==> config.mk <==
export PLATFORM = sky130hd
export DESIGN_NAME = cordic_iter_ctrl
export DESIGN_NICKNAME = d
export VERILOG_FILES = /design/src/rtl/cordic_pkg.sv /design/src/rtl/cordic_iter_stage.sv /design/src/rtl/cordic_iter_ctrl.sv
export SDC_FILE = /design/constraint.sdc
export NUM_CORES = 1
export LEC_CHECK = 0
export CORE_UTILIZATION = 35
export DETAILED_ROUTE_END_ITERATION = 8
export SETUP_SLACK_MARGIN = 0.5
export SYNTH_ARGS = -nofsm -noshare
export SYNTH_HDL_FRONTEND = slang
export SYNTH_HIERARCHICAL = 1
export SYNTH_SLANG_ARGS = --single-unit
==> constraint.sdc <==
create_clock -name clk -period 15.8 [get_ports clk]
set_input_delay 3.95 -clock clk [delete_from_list [all_inputs] [get_ports clk]]
set_output_delay 3.95 -clock clk [all_outputs]
set_load 0.01 [all_outputs]
==> src/rtl/cordic_pkg.sv <==
// Shared constants and types for the iterative CORDIC rotation engine.
// All angle and magnitude constants are Q2.30 two's complement.
package cordic_pkg;

  // Controller states: waiting for operands, iterating, holding a result.
  typedef enum logic [1:0] {
    IDLE = 2'd0,
    RUN  = 2'd1,
    DONE = 2'd2
  } state_t;

  // Width of the per-iteration shift amount (covers shifts 0..31).
  localparam int SHIFT_W   = 5;
  localparam int MAX_ITERS = 32;
  localparam int ATAN_W    = 32;

  // Reciprocal CORDIC gain; callers prescale their input magnitude by it.
  localparam logic [31:0] CORDIC_K = 32'h26DD3B6A;

  // round(atan(2^-i) * 2^30). Past i=10 the entries collapse to 2^(30-i),
  // and the last entry rounds to zero.
  localparam logic [31:0] ATAN_TABLE [0:MAX_ITERS-1] = '{
    32'h3243F6A9, 32'h1DAC6705, 32'h0FADBAFD, 32'h07F56EA7,
    32'h03FEAB77, 32'h01FFD55C, 32'h00FFFAAB, 32'h007FFF55,
    32'h003FFFEB, 32'h001FFFFD, 32'h00100000, 32'h00080000,
    32'h00040000, 32'h00020000, 32'h00010000, 32'h00008000,
    32'h00004000, 32'h00002000, 32'h00001000, 32'h00000800,
    32'h00000400, 32'h00000200, 32'h00000100, 32'h00000080,
    32'h00000040, 32'h00000020, 32'h00000010, 32'h00000008,
    32'h00000004, 32'h00000002, 32'h00000001, 32'h00000000
  };

  // Arctangent lookup for a given micro-rotation index.
  function automatic logic [31:0] atan_lookup(input logic [SHIFT_W-1:0] idx);
    return ATAN_TABLE[idx];
  endfunction

endpackage

==> src/rtl/cordic_iter_stage.sv <==
// One CORDIC micro-rotation: a purely combinational shift-accumulate step
// with a variable arithmetic shift. The rotation direction follows the sign
// of the residual angle; z == 0 rotates in the negative direction.
module cordic_iter_stage
  import cordic_pkg::*;
#(
  parameter int WIDTH = 32
) (
  input  logic [WIDTH-1:0]   x,
  input  logic [WIDTH-1:0]   y,
  input  logic [WIDTH-1:0]   z,
  input  logic [WIDTH-1:0]   atan,
  input  logic [SHIFT_W-1:0] shift,
  output logic [WIDTH-1:0]   x_next,
  output logic [WIDTH-1:0]   y_next,
  output logic [WIDTH-1:0]   z_next
);

  logic [WIDTH-1:0] x_shr;
  logic [WIDTH-1:0] y_shr;
  logic             z_pos;

  // Arithmetic shifts and the strictly-positive test on the residual angle.
  always_comb begin
    x_shr = $signed(x) >>> shift;
    y_shr = $signed(y) >>> shift;
    z_pos = $signed(z) > $signed({WIDTH{1'b0}});
  end

  // Rotate towards zero residual angle; sums wrap modulo 2^WIDTH.
  always_comb begin
    x_next = x;
    y_next = y;
    z_next = z;
    if (z_pos) begin
      x_next = x - y_shr;
      y_next = y + x_shr;
      z_next = z - atan;
    end else begin
      x_next = x + y_shr;
      y_next = y - x_shr;
      z_next = z + atan;
    end
  end

endmodule

==> src/rtl/cordic_iter_ctrl.sv <==
// Iterative CORDIC rotation engine. A single micro-rotation stage is reused
// for ITERS cycles; this controller owns the x/y/z registers, the iteration
// counter that also serves as shift amount and arctangent index, and the
// valid/ready handshakes on the operand and result sides.
module cordic_iter_ctrl
  import cordic_pkg::*;
#(
  parameter  int WIDTH  = 32,
  parameter  int ITERS  = 16,
  localparam int ITER_W = (ITERS > 1) ? $clog2(ITERS) : 1
) (
  input  logic              clk,
  input  logic              rst_n,
  input  logic              in_valid,
  output logic              in_ready,
  input  logic [WIDTH-1:0]  x_in,
  input  logic [WIDTH-1:0]  y_in,
  input  logic [WIDTH-1:0]  z_in,
  output logic              out_valid,
  input  logic              out_ready,
  output logic [WIDTH-1:0]  x_out,
  output logic [WIDTH-1:0]  y_out,
  output logic [WIDTH-1:0]  z_out,
  output logic              busy,
  output logic [ITER_W-1:0] iter
);

  localparam logic [ITER_W-1:0] LAST_ITER = ITER_W'(ITERS - 1);

  state_t              state_r;
  logic [ITER_W-1:0]   iter_r;
  logic [WIDTH-1:0]    x_r;
  logic [WIDTH-1:0]    y_r;
  logic [WIDTH-1:0]    z_r;
  logic                in_ready_r;
  logic                out_valid_r;
  logic                busy_r;

  logic [SHIFT_W-1:0]  shift_s;
  logic [ATAN_W-1:0]   atan32_s;
  logic [WIDTH-1:0]    atan_s;
  logic [WIDTH-1:0]    x_next_s;
  logic [WIDTH-1:0]    y_next_s;
  logic [WIDTH-1:0]    z_next_s;

  // The iteration index doubles as shift amount and table index.
  assign shift_s  = SHIFT_W'(iter_r);
  assign atan32_s = atan_lookup(shift_s);

  // Align the Q2.30 table to the datapath width (keep the binary point
  // two bits below the MSB).
  generate
    if (WIDTH == ATAN_W) begin : g_atan_same
      assign atan_s = atan32_s;
    end else if (WIDTH > ATAN_W) begin : g_atan_wide
      assign atan_s = {atan32_s, {(WIDTH - ATAN_W){1'b0}}};
    end else begin : g_atan_narrow
      assign atan_s = atan32_s[ATAN_W-1 -: WIDTH];
    end
  endgenerate

  cordic_iter_stage #(
    .WIDTH (WIDTH)
  ) u_stage (
    .x      (x_r),
    .y      (y_r),
    .z      (z_r),
    .atan   (atan_s),
    .shift  (shift_s),
    .x_next (x_next_s),
    .y_next (y_next_s),
    .z_next (z_next_s)
  );

  // Control FSM, iteration counter, datapath registers and handshake flags.
  always_ff @(posedge clk or negedge rst_n) begin
    if (!rst_n) begin
      state_r     <= IDLE;
      iter_r      <= {ITER_W{1'b0}};
      x_r         <= {WIDTH{1'b0}};
      y_r         <= {WIDTH{1'b0}};
      z_r         <= {WIDTH{1'b0}};
      in_ready_r  <= 1'b0;
      out_valid_r <= 1'b0;
      busy_r      <= 1'b0;
    end else begin
      case (state_r)
        IDLE: begin
          if (in_valid && in_ready_r) begin
            x_r        <= x_in;
            y_r        <= y_in;
            z_r        <= z_in;
            iter_r     <= {ITER_W{1'b0}};
            in_ready_r <= 1'b0;
            busy_r     <= 1'b1;
            state_r    <= RUN;
          end else begin
            in_ready_r <= 1'b1;
          end
        end
        RUN: begin
          x_r <= x_next_s;
          y_r <= y_next_s;
          z_r <= z_next_s;
          if (iter_r == LAST_ITER) begin
            iter_r      <= {ITER_W{1'b0}};
            out_valid_r <= 1'b1;
            state_r     <= DONE;
          end else begin
            iter_r <= iter_r + {{(ITER_W-1){1'b0}}, 1'b1};
          end
        end
        DONE: begin
          if (out_ready) begin
            out_valid_r <= 1'b0;
            busy_r      <= 1'b0;
            in_ready_r  <= 1'b1;
            state_r     <= IDLE;
          end else begin
            out_valid_r <= 1'b1;
          end
        end
        default: begin
          iter_r      <= {ITER_W{1'b0}};
          in_ready_r  <= 1'b0;
          out_valid_r <= 1'b0;
          busy_r      <= 1'b0;
          state_r     <= IDLE;
        end
      endcase
    end
  end

  // All outputs come straight from registers.
  assign in_ready  = in_ready_r;
  assign out_valid = out_valid_r;
  assign busy      = busy_r;
  assign iter      = iter_r;
  assign x_out     = x_r;
  assign y_out     = y_r;
  assign z_out     = z_r;

endmodule

* After elaboration in Yosys (flattened, before gate mapping)
Memories as Yosys holds them, arrays and structs flattened. Cells that the tools add are included.
Storage, ports and cells: logic and storage cells 66, output and inout port bits 103, register bits 105, memory bits (read-only) 1024, input bits 100, memories kept 1
Memories:
- (name not given) | words 32, bits a word 32, read ports 1, clocked after Yosys merged registers in 0, wr ports 0, RTL line cordic_pkg.sv:35 | return ATAN_TABLE[idx];
Cells by class: shifts and indexed selects 2, bitwise logic cells 4, reduce and logical (&&, ||, !) cells 9, add/subtract/negate cells 7, magnitude comparators 2, equality and inequality tests 6, muxes and demuxes 27
Operator list (number):
- $mux W32 | 8
- $pmux W32 S2 | 3
- $add A32 B32 Y32 | 3
- $sub A32 B32 Y32 | 3
- $sshr A32 B4 Y32 | 2
- $gt A32 B1 Y1 const B | 1
- $pmux W4 S3 | 1
- $pmux W1 S3 | 3
- $mux W4 | 2
- $reduce_and A2 Y1 | 4
- $ge A6 B6 Y1 const B | 1
- $mux W1 | 6
- $mux W2 | 3
- $ne A2 B2 Y1 const B | 3
- $not A4 Y6 | 1
- $pmux W2 S3 | 1
- $reduce_and A3 Y1 | 2
- $add A4 B1 Y4 const B | 1
- $eq A4 B4 Y1 const B | 1
- $not A1 Y1 | 3
- $eq A2 B1 Y1 const B | 1
- $eq A2 B2 Y1 const B | 1
- $logic_not A2 Y1 | 1
- $reduce_bool A2 Y1 | 1
- $logic_and A1 B1 Y1 | 1

* Longest topological paths before layout
word-level depth 7, mapped depth 28, depth with buffers taken out 24

* By module
Netlist, hierarchy kept.
By module, submodules not included:
- cordic_iter_stage | sequential area each 0.0 um^2, area each 11827.6 um^2, times used 1, cells each 1504
- cordic_iter_ctrl | sequential area each 2627.5 um^2, area each 5740.5 um^2, times used 1, cells each 431

* Least setup slack after synthesis
OpenSTA, ideal clock, no wires.
kind reg-to-reg, start point register iter_r[1], in the netlist iter[1], end point register y_r[28], in the netlist y_out[28], data required time 15735 ps, path buffers 4, arrival time 6258 ps, stages on the path, launching flop included 28, clock period less this slack 6323 ps, setup time 65 ps, setup slack 9477 ps, path through dfrtp_1 buf_2 buf_2 buf_4 buf_4 mux4_2 nand2_1 a21oi_1 a21oi_1 nor2_1 a21oi_1 ha_1 o21ai_0 nor3_1 a41oi_1 xor2_1 ha_1 a21o_1 a21o_1 a21oi_1 o21ai_0 a2111oi_0 o31ai_1 o41ai_2 or4b_2 o211ai_1 mux2_2 mux2_2
Between the ends: cells in the longest elaborated chain, start to end 4, elaborated cells between the ends (all ways) 5, classes of those cells add/sub: 2; shift: 1; mux: 2
RTL lines:
- start, declared | RTL line cordic_iter_ctrl.sv:31 | logic [ITER_W-1:0] iter_r;
- start signal, assigned | RTL line cordic_iter_ctrl.sv:79 | iter_r <= {ITER_W{1'b0}};
- start signal, assigned | RTL line cordic_iter_ctrl.sv:93 | iter_r <= {ITER_W{1'b0}};
- start signal, assigned | RTL line cordic_iter_ctrl.sv:106 | iter_r <= {ITER_W{1'b0}};
- $sshr A32 B4 Y32 * | RTL line cordic_iter_stage.sv:25 | x_shr = $signed(x) >>> shift;
- $sub A32 B32 Y32 or $add A32 B32 Y32 (tied branches) | RTL line cordic_iter_stage.sv:41, cordic_iter_stage.sv:37
- $mux W32 * | RTL line cordic_iter_stage.sv:35 | if (z_pos) begin
- net y_next_s[28] | RTL line cordic_iter_ctrl.sv:43 | logic [WIDTH-1:0] y_next_s;
- $pmux W32 S2 * | RTL line cordic_iter_ctrl.sv:87 | case (state_r)
- end signal, assigned | RTL line cordic_iter_ctrl.sv:81 | y_r <= {WIDTH{1'b0}};
- end signal, assigned | RTL line cordic_iter_ctrl.sv:91 | y_r <= y_in;
- end signal, assigned | RTL line cordic_iter_ctrl.sv:103 | y_r <= y_next_s;
- end, declared | RTL line cordic_iter_ctrl.sv:33 | logic [WIDTH-1:0] y_r;
Mark *: on every way through the listed nets, which the timed path passes. The rest lies on a longest branch. A chain may end at the register's enable or synchronous reset.

* Worst setup path after layout
Same ends and word-level chain as after synthesis.

==> flow_metrics.env <==
export IMPL_status="complete, no violations"
export IMPL_cts_sinks=105
export IMPL_drtAntennaViolNets=0
export IMPL_tightestPinTransition_ns=1.289
export IMPL_detail_route_wl_per_cell_um=22.87
export IMPL_ys_types=104
export IMPL_r2r_slack_ns=7.24
export IMPL_cts_path_max_buffers=2
export IMPL_post_route_period_util_pct=54.18
export IMPL_htreeDepth=3
export IMPL_dp_cells=2715
export IMPL_cts_tree="built"
export IMPL_place_ws_ns=7.349
export IMPL_required_ns=16.15
export IMPL_vias=16490
export IMPL_synth_edff_count=0
export IMPL_finalHoldViolCount=0
export IMPL_final_max_slew_viol_count=0
export IMPL_cp_max_fo=78
export IMPL_crit_arrival_ns=8.91
export IMPL_finClkSkew_ns=0.01388
export IMPL_area_growth_pct=15.36
export IMPL_rows=81
export IMPL_grt_pass1_vias=16110
export IMPL_grt_pass1_wl_mm=95.93
export IMPL_cts_made_buffers=9
export IMPL_via_per_inst=6.037
export IMPL_cts_root_buffer="clkbuf_16"
export IMPL_clk_latency_ns=0.41
export IMPL_cp_end_kind="flop"
export IMPL_grt_util_all_layers_pct=24.37
export IMPL_cts_hold_buf=0
export IMPL_insertedDiodeCount=0
export IMPL_drt_iter0_markers=1343
export IMPL_dr_pass1_iters=5
export IMPL_hp_class="flop to flop"
export IMPL_post_cts_buffers=0
export IMPL_yosys_area_top_type_share_pct=14.96
export IMPL_yosysSeqAreaShare_pct=14.96
export IMPL_syn_avg_cell_area_um2=9.079
export IMPL_synthArstFlopShare_pct=100.0
export IMPL_io_buffers=202
export IMPL_die_h_um=226.0
export IMPL_holdPathStages=1
export IMPL_yosysTopAreaCell="dfrtp_1"
export IMPL_grt_max_degree=79
export IMPL_cpPeakStageDelay_ns=0.94
export IMPL_synth_top_flop_cell="dfrtp_1"
export IMPL_gp_congestion=0.9607
export IMPL_critical_path_class="flop to flop"
export IMPL_rsz0062_at_grt="no"
export IMPL_die_area_um2=51090
export IMPL_finalNonFillerCells=2731
export IMPL_yosysWarnings=6
export IMPL_drive_gt1_share_pct=17.80
export IMPL_rr_startpoint="iter[1]"
export IMPL_min_to="state_r[1]"
export IMPL_io_pin_count=203
export IMPL_synth_area_leaders="dfrtp_1, mux2_2, mux4_2, ha_1, xnor2_1"
export IMPL_core_area_um2=49250
export IMPL_cp_num_buf_inv=1
export IMPL_worst_slack_ns=7.240
export IMPL_relSlewSlack_pct=13.90
export IMPL_synth_most_common_cell="mux2_2"
export IMPL_cp_cell_sequence="buf_4 > mux4_2 > mux2i_1 > a221oi_1 > a2111oi_1 > nand4_1 > nor4_1 > a21oi_1 > xnor2_1 > mux2i_1 > ha_1 > a21o_1 > a21oi_1 > o21ai_0 > a2111oi_0 > o31ai_1 > o41ai_2 > or4b_2 > o211ai_1 > mux2_2 > mux2_2"
export IMPL_start_kind="flop"
export IMPL_syn_inst=1935
export IMPL_dp_hpwl_mm=47.18
export IMPL_min_delay_start="state_r[1]"
export IMPL_worst_r2r_cell_count=21
export IMPL_nets=2279
export IMPL_critical_path_slowest_cell="dfrtp_4"
export IMPL_fin_crit_ns=8.560
export IMPL_syn_cell_area_um2=17570
export IMPL_timing_rr_end="y_out[28]"
export IMPL_yosys_top_cells_count="mux2_2, a21oi_1, nor2_1"
export IMPL_setup_violations=0
export IMPL_globalRouteOverflowTotal=0
export IMPL_fp_dieW_um=226.0
export IMPL_routed_wirelength_mm=62.46
export IMPL_grt_antenna_before_repair=6
export IMPL_fillerInstances=4983
export IMPL_ys_ff_latch=105
export IMPL_fmax_ghz=0.1168
export IMPL_post_route_drc_count=0
export IMPL_clkTransAtPathRegs_ns=0.08
export IMPL_cpLargestDelayFamily="compound AO/OA/AOI/OAI gates"
export IMPL_drv_cap=0
export IMPL_initial_core_util_pct=35.67
export IMPL_setup_tns_ns=0
export IMPL_fin_hold_ws_ns=0.5589
export IMPL_post_cts_resize_count=0
==> metrics by stage <==
step / cell area (µm²) / util [%]
global route: 20270 / 41.14
finish: 20270 / 41.14
detailed placement: 19950 / 40.51
CTS: 20270 / 41.14
floorplan: 17580 / -
global placement: 19950 / 40.51
==> state kept, by name, summed over array words and instances, names as in the netlist <==
signal,flops
x_out,32
y_out,32
z_out,32
iter,4
state_r,2
busy,1
in_ready,1
out_valid,1
==> cells by family (layout without fill, tap and decap cells) <==
family	Yosys count	count (layout)	synth area share, %
simple gates	479	479	13.74
mux	390	390	29.71
fa+ha+maj	117	117	8.461
xor+xnor	163	163	8.290
buf+inv	154	284	4.679
flops	105	105	14.96
other cells	1	3	0.02135
compound gates	526	526	20.15
==> area by class of cell <==
cell class / count / area [µm²] / area share [%]
multi-input cells: 1678 / 14140 / 69.78
flip-flops and latches: 105 / 2640 / 13.03
repair buffers: 222 / 2170 / 10.71
well taps: 664 / 830.8 / 4.100
clock buffers: 10 / 239.0 / 1.179
inverters: 46 / 172.7 / 0.8520
clock inverters: 6 / 72.57 / 0.3581
==> worst max-delay path by stage <==
stage / from / to / slack, ns / depth (start not counted)
after floorplan: iter[1] / y_out[28] / 9.48 / 27
after global placement: iter[1] / y_out[28] / 7.50 / 21
after detailed placement: iter[1] / y_out[28] / 7.35 / 21
after CTS: iter[1] / y_out[28] / 7.27 / 21
after global routing: iter[1] / y_out[28] / 6.62 / 21
final: iter[1] / y_out[28] / 7.24 / 21
==> worst reg2reg max path, cell delays in order, from the launching register on <==
cell	delay, ns
dfrtp_4	0.94
buf_4	0.94
mux4_2	0.68
mux2i_1	0.20
a221oi_1	0.16
a2111oi_1	0.82
nand4_1	0.29
nor4_1	0.68
a21oi_1	0.19
xnor2_1	0.16
mux2i_1	0.16
ha_1	0.33
a21o_1	0.19
a21oi_1	0.16
o21ai_0	0.14
a2111oi_0	0.68
o31ai_1	0.25
o41ai_2	0.50
or4b_2	0.64
o211ai_1	0.12
mux2_2	0.17
mux2_2	0.13
==> metal layers <==
layer / global-route usage [%] / share of wire (%)
met4: 7.912 / 3.2
met5: 0 / 0.12
met3: 6.453 / 7.9
met1: 30.90 / 43
met2: 39.98 / 46
==> cells in the final DEF (no fill, tap or decap), types with 18 or more instances in the layout <==
cell	n
o31ai_1	18
nand2b_1	25
clkdlybuf4s50_1	201
and2_1	19
mux2_2	195
nor2_1	131
nor2b_1	23
nand2_1	102
xor2_1	59
buf_4	21
mux2i_1	80
xnor2_1	102
mux2_1	20
a31oi_1	24
nand3_1	32
dfrtp_1	101
mux4_2	73
and3_1	20
a211oi_1	23
mux2_4	20
a21o_1	47
nor3_1	36
inv_1	42
ha_1	113
a21oi_1	133
o21ai_0	96
Power is left out: the tool's default activity adds up to more than one toggle a clock period on the data nets, which glitch-free logic cannot reach.
